==> config.mk <==
export PLATFORM = sky130hd
export DESIGN_NAME = stream_mem_responder
export DESIGN_NICKNAME = d
export VERILOG_FILES = /design/src/rtl/stream_mem_responder.sv
export SDC_FILE = /design/constraint.sdc
export NUM_CORES = 1
export LEC_CHECK = 0
export BUFFER_PORTS_ARGS = -buffer_cell sky130_fd_sc_hd__buf_2
export CAP_MARGIN = 40
export CORE_MARGIN = 3
export CORE_UTILIZATION = 60
export CTS_CLUSTER_DIAMETER = 200
export DETAILED_ROUTE_END_ITERATION = 8
export GPL_ROUTABILITY_DRIVEN = 0
export GPL_TIMING_DRIVEN = 0
export MAX_ROUTING_LAYER = met4
export PLACE_DENSITY = 0.86
export SYNTH_ARGS = -nofsm -noshare
export SYNTH_HDL_FRONTEND = slang
export SYNTH_SLANG_ARGS = --single-unit
==> constraint.sdc <==
create_clock -name clk_i -period 3.5 [get_ports clk_i]
set_clock_uncertainty 0.2 [all_clocks]
set_input_delay 0.175 -clock clk_i [delete_from_list [all_inputs] [get_ports clk_i]]
set_output_delay 0.175 -clock clk_i [all_outputs]
set_load 0.1 [all_outputs]
==> src/rtl/stream_mem_responder.sv <==
// Memory-side responder: executes valid/ready requests on an internal register file
// and returns each response as a fixed-latency, non-backpressurable pulse.
module stream_mem_responder #(
    parameter int unsigned NumWords  = 16,
    parameter int unsigned DataWidth = 16,
    parameter int unsigned Latency   = 1,
    parameter int unsigned AddrWidth = $clog2(NumWords)
) (
    input  logic                         clk_i,
    input  logic                         rst_i,
    input  logic                         stall_i,
    input  logic                         mem_req_valid_i,
    output logic                         mem_req_ready_o,
    input  logic                         mem_req_we_i,
    input  logic [AddrWidth-1:0]         mem_req_addr_i,
    input  logic [DataWidth-1:0]         mem_req_wdata_i,
    output logic                         mem_resp_valid_o,
    output logic [DataWidth-1:0]         mem_resp_rdata_o,
    output logic                         mem_resp_err_o,
    output logic [$clog2(Latency+1)-1:0] inflight_o
);

    localparam int unsigned CntWidth = $clog2(Latency + 1);
    localparam logic [AddrWidth:0] WordCount = NumWords[AddrWidth:0];

    // Handshake: a request transfers in any cycle where valid and ready are both high;
    // ready does not depend on valid, and a refused requester holds valid and payload.
    logic                 accept;
    logic                 addr_ok;
    logic [DataWidth-1:0] resp_data;

    logic [DataWidth-1:0] mem_q [NumWords];

    logic                 stg_vld_q  [Latency];
    logic                 stg_vld_d  [Latency];
    logic [DataWidth-1:0] stg_data_q [Latency];
    logic [DataWidth-1:0] stg_data_d [Latency];
    logic                 stg_err_q  [Latency];
    logic                 stg_err_d  [Latency];

    logic [CntWidth-1:0]  inflight_q;
    logic [CntWidth-1:0]  inflight_d;

    assign mem_req_ready_o = !rst_i && !stall_i;
    assign accept          = mem_req_valid_i && mem_req_ready_o;
    assign addr_ok         = {1'b0, mem_req_addr_i} < WordCount;

    // Writes echo their own data; reads see only writes committed in earlier cycles.
    always_comb begin
        resp_data = '0;
        if (addr_ok) begin
            resp_data = mem_req_we_i ? mem_req_wdata_i : mem_q[mem_req_addr_i];
        end
    end

    always_ff @(posedge clk_i) begin
        if (rst_i) begin
            for (int i = 0; i < NumWords; i++) begin
                mem_q[i] <= '0;
            end
        end else if (accept && mem_req_we_i && addr_ok) begin
            mem_q[mem_req_addr_i] <= mem_req_wdata_i;
        end
    end

    // Idle stages carry zero data so the outputs are clean whenever valid is low.
    always_comb begin
        stg_vld_d[0]  = accept;
        stg_data_d[0] = accept ? resp_data : '0;
        stg_err_d[0]  = accept && !addr_ok;
        for (int i = 1; i < Latency; i++) begin
            stg_vld_d[i]  = stg_vld_q[i-1];
            stg_data_d[i] = stg_data_q[i-1];
            stg_err_d[i]  = stg_err_q[i-1];
        end
    end

    always_ff @(posedge clk_i) begin
        if (rst_i) begin
            for (int i = 0; i < Latency; i++) begin
                stg_vld_q[i]  <= 1'b0;
                stg_data_q[i] <= '0;
                stg_err_q[i]  <= 1'b0;
            end
        end else begin
            stg_vld_q  <= stg_vld_d;
            stg_data_q <= stg_data_d;
            stg_err_q  <= stg_err_d;
        end
    end

    assign mem_resp_valid_o = stg_vld_q[Latency-1];
    assign mem_resp_rdata_o = stg_data_q[Latency-1];
    assign mem_resp_err_o   = stg_err_q[Latency-1];

    always_comb begin
        inflight_d = inflight_q;
        if (accept && !mem_resp_valid_o) begin
            inflight_d = inflight_q + CntWidth'(1);
        end else if (!accept && mem_resp_valid_o) begin
            inflight_d = inflight_q - CntWidth'(1);
        end
    end

    always_ff @(posedge clk_i) begin
        if (rst_i) begin
            inflight_q <= '0;
        end else begin
            inflight_q <= inflight_d;
        end
    end

    assign inflight_o = inflight_q;

endmodule

==> impl_metrics.csv <==
group,metric,value,unit
status,run_status,"finished clean",
die,initial_core_util,0.6228,
power_and_ir_drop,p_leak,0.005129,uW
sta,setup_tns,0,ns
clocking,clockRootBuffer,"clkbuf_16",
critical_path,crit_type,"in2reg",
placement,dp_hpwl,20.04,mm
sta,finalSetupViolations,0,
logic_synthesis,yosys.area.top_type,"edfxtp_1",
global_route,grt_overflow,0,
layout,insertedDiodeCount,0,
die,die-area,22360,sq um
logic_synthesis,synth_top_cell_area_share,0.6220,
clocking,cts.sinks,274,
layout,drive_gt1_frac,0.1787,
clocking,htreeDepth,1,
clocking,postCtsSetupBuffers,0,
die,core.rowCount,51,
clocking,tritoncts,"built",
layout,final_cell_mix,"and2_1, edfxtp_1, mux2i_1",
critical_path,cp_max_fo,16,
layout,fillCellCount,1282,
critical_path,critPathCaptureType,"flop",
global_route,antenna_found_initial,0,
die,die_w,149.5,um
job,cap_violations,0,
detailed_routing,drc_errors,0,
detailed_routing,drtIter0Drc,786,
global_route,grt_pass1_wl,45.75,mm
global_route,grt_start_max_net_pins,17,
layout,area_delta_synth_final,13.25,%
critical_path,critPathLaunchType,"input port",
min_path,hold_path.class,"in2reg",
die,io_pins,45,
sta,fin_crit_sh,0.8184,
logic_synthesis,yosysWarnings,0,
clocking,clk_pin_slew,0.06,ns
logic_synthesis,ys_seq_area_frac,0.6511,
detailed_routing,drt-total-wl,30.32,mm
detailed_routing,vias,7727,
clocking,clkLatencyLatePin,0.54,ns
critical_path,crit_arrival,2.85,ns
detailed_routing,drtPass1Iterations,5,
sta,rsz0062_at_grt,"false",
die,core,19850,sq um
detailed_routing,viasPerCell,6.182,
global_route,grtUsageTotal,0.2841,
critical_path,required,3.49,ns
critical_path,startpoint,"stall_i",
sta,slew_headroom,0.4026,
logic_synthesis,postSynthNetCount,901,
logic_synthesis,syn_inst,876,
critical_path,worstRegToRegCells,4,
sta,hold_viol,0,
critical_path,timing.rr.end,"mem_resp_rdata_o[5]$_SDFF_PP0_",
sta,layout_setup_ws,0.6355,ns
layout,fin_nets,989,
power_and_ir_drop,ir_drop,0.4635,mV
logic_synthesis,syn_area_per_cell,14.11,sq um
detailed_routing,post_drt_wl_per_cell,24.25,um
sta,slew_viol_final,0,
critical_path,endpoint,"mem_q[14][12]$_SDFFCE_PN0P_",
placement,dp_slack,0.5575,ns
sta,final.min_clock_period,2.865,ns
logic_synthesis,syn-cell-area,12360,sq um
sta,fmax,349.1,MHz
critical_path,reg2reg_slack,1.72,ns
global_route,grt_pass1_vias,8055,
clocking,cts_inserted_buffers,28,
sta,worst_pin_slew,0.8893,ns
logic_synthesis,synth_cell_types,34,
logic_synthesis,ys_ff_latch,274,
detailed_routing,detail-route-antenna-nets,0,
logic_synthesis,synthTopCellsByArea,"edfxtp_1, and2_1, mux2i_1",
clocking,cts.path.max_buffers,3,
die,chipHeight,149.5,um
power_and_ir_drop,p_per_area,525.6,nW/um^2
critical_path,reg2reg_from,"mem_q[10][5]$_SDFFCE_PN0P_",
placement,portBuffers,39,
## metrics by stage
stage                     hold slack, ns  total power [uW]  instance area (sq um)    util  std cells
final                            0.09881              7357                  14000  0.7053       1250
after global routing              0.1100              7530                  14000  0.7053       1250
after CTS                        0.08398              7348                  14000  0.7053       1250
after detailed placement          0.3910              4407                  12890  0.6493       1180
after global placement            0.3931              4384                  12890  0.6493       1180
after floorplan                   0.1604              4210                  12360       -        876
## timing repair
action / CTS / global route
hold buffers: 19 / 0
hold endpoints to repair: 112 / 0
gates resized for setup: 0 / 0
## layer usage
metal | global-route usage | vias to the layer above | part of all wire
met3 | 0.03967 | 91 | 0.086
met4 | 0.1002 | 0 | 0.037
met1 | 0.3745 | 3794 | 0.39
met5 | - | - | 0
met2 | 0.4602 | 452 | 0.49
li1 | - | 3390 | -
## where the power goes
| part | total (uW) | internal, uW | switching, uW |
|---|---|---|---|
| logic | 580 | 187 | 392 |
| registers | 3790 | 3740 | 48.5 |
| clock network | 2990 | 1760 | 1230 |
## kinds of logic (layout without fill, tap and decap cells)
logic type,after synthesis,after routing,share of synthesized area
xor gates and xnor gates,2,2,0.001418
AOI/OAI and AO/OA,80,80,0.04859
other,1,1,0.0003034
and+or+nand+nor,350,350,0.1771
muxes,96,96,0.09557
buffers and inverters,73,182,0.02592
DFF,274,274,0.6511
## area by class of cell
cell class / count / area (sq um) / area share
multi-input cells: 529 / 3991 / 0.2852
repair buffers: 58 / 385.4 / 0.02753
well taps: 265 / 331.6 / 0.02369
inverters: 1 / 3.754 / 0.0002682
plain buffers: 72 / 316.6 / 0.02262
clock buffers: 38 / 810.8 / 0.05792
clock inverters: 13 / 110.1 / 0.007866
flip-flops and latches: 274 / 8048 / 0.5750
## worst max-delay path, cell delays in order
cell and delay (ns):
dlygate4sd3_1 0.54, buf_2 0.13, nor3b_2 0.43, buf_4 0.29, nand4_1 0.21, nor2_1 0.55, or2_2 0.51
## synthesized netlist by cell type
library cell	number
nor3_2	1
nor2_4	3
or3b_2	1
and2_1	256
clkbuf_2	4
dfxtp_1	18
xor2_1	1
buf_4	7
nand3b_1	2
nor3_4	1
nand3_1	1
nor3_1	18
clkbuf_1	49
nor3b_2	1
or3_1	16
xnor2_1	1
nand4b_1	2
mux2i_1	64
o22ai_1	48
clkinv_1	1
mux2_2	16
nand2b_1	2
nand2_1	1
edfxtp_1	256
o221a_2	16
or2_2	16
mux4_2	16
nor2_1	11
or4b_4	1
nand4_1	1
nor2b_1	16
buf_2	12
a211oi_1	16
conb_1	1
## flip-flops by register name, summed over array words and instances, names as in the netlist
register and count:
inflight_o 1, mem_resp_valid_o 1, mem_q 256, mem_resp_rdata_o 16
## how the worst min path moves through the flow
stage                              startpoint                         endpoint  slack, ns  cells after the start
after global routing          mem_req_valid_i   mem_resp_rdata_o[0]$_SDFF_PP0_       0.11                      4
after detailed placement   mem_req_wdata_i[8]        mem_q[2][8]$_SDFFCE_PN0P_       0.39                      2
after global placement     mem_req_wdata_i[5]        mem_q[0][5]$_SDFFCE_PN0P_       0.39                      2
after floorplan           mem_req_wdata_i[10]  mem_resp_rdata_o[10]$_SDFF_PP0_       0.16                      1
after CTS                     mem_req_valid_i   mem_resp_rdata_o[0]$_SDFF_PP0_       0.08                      4
final                         mem_req_valid_i   mem_resp_rdata_o[0]$_SDFF_PP0_        0.1                      4
Note: power is estimated with default switching activity, not from simulation.
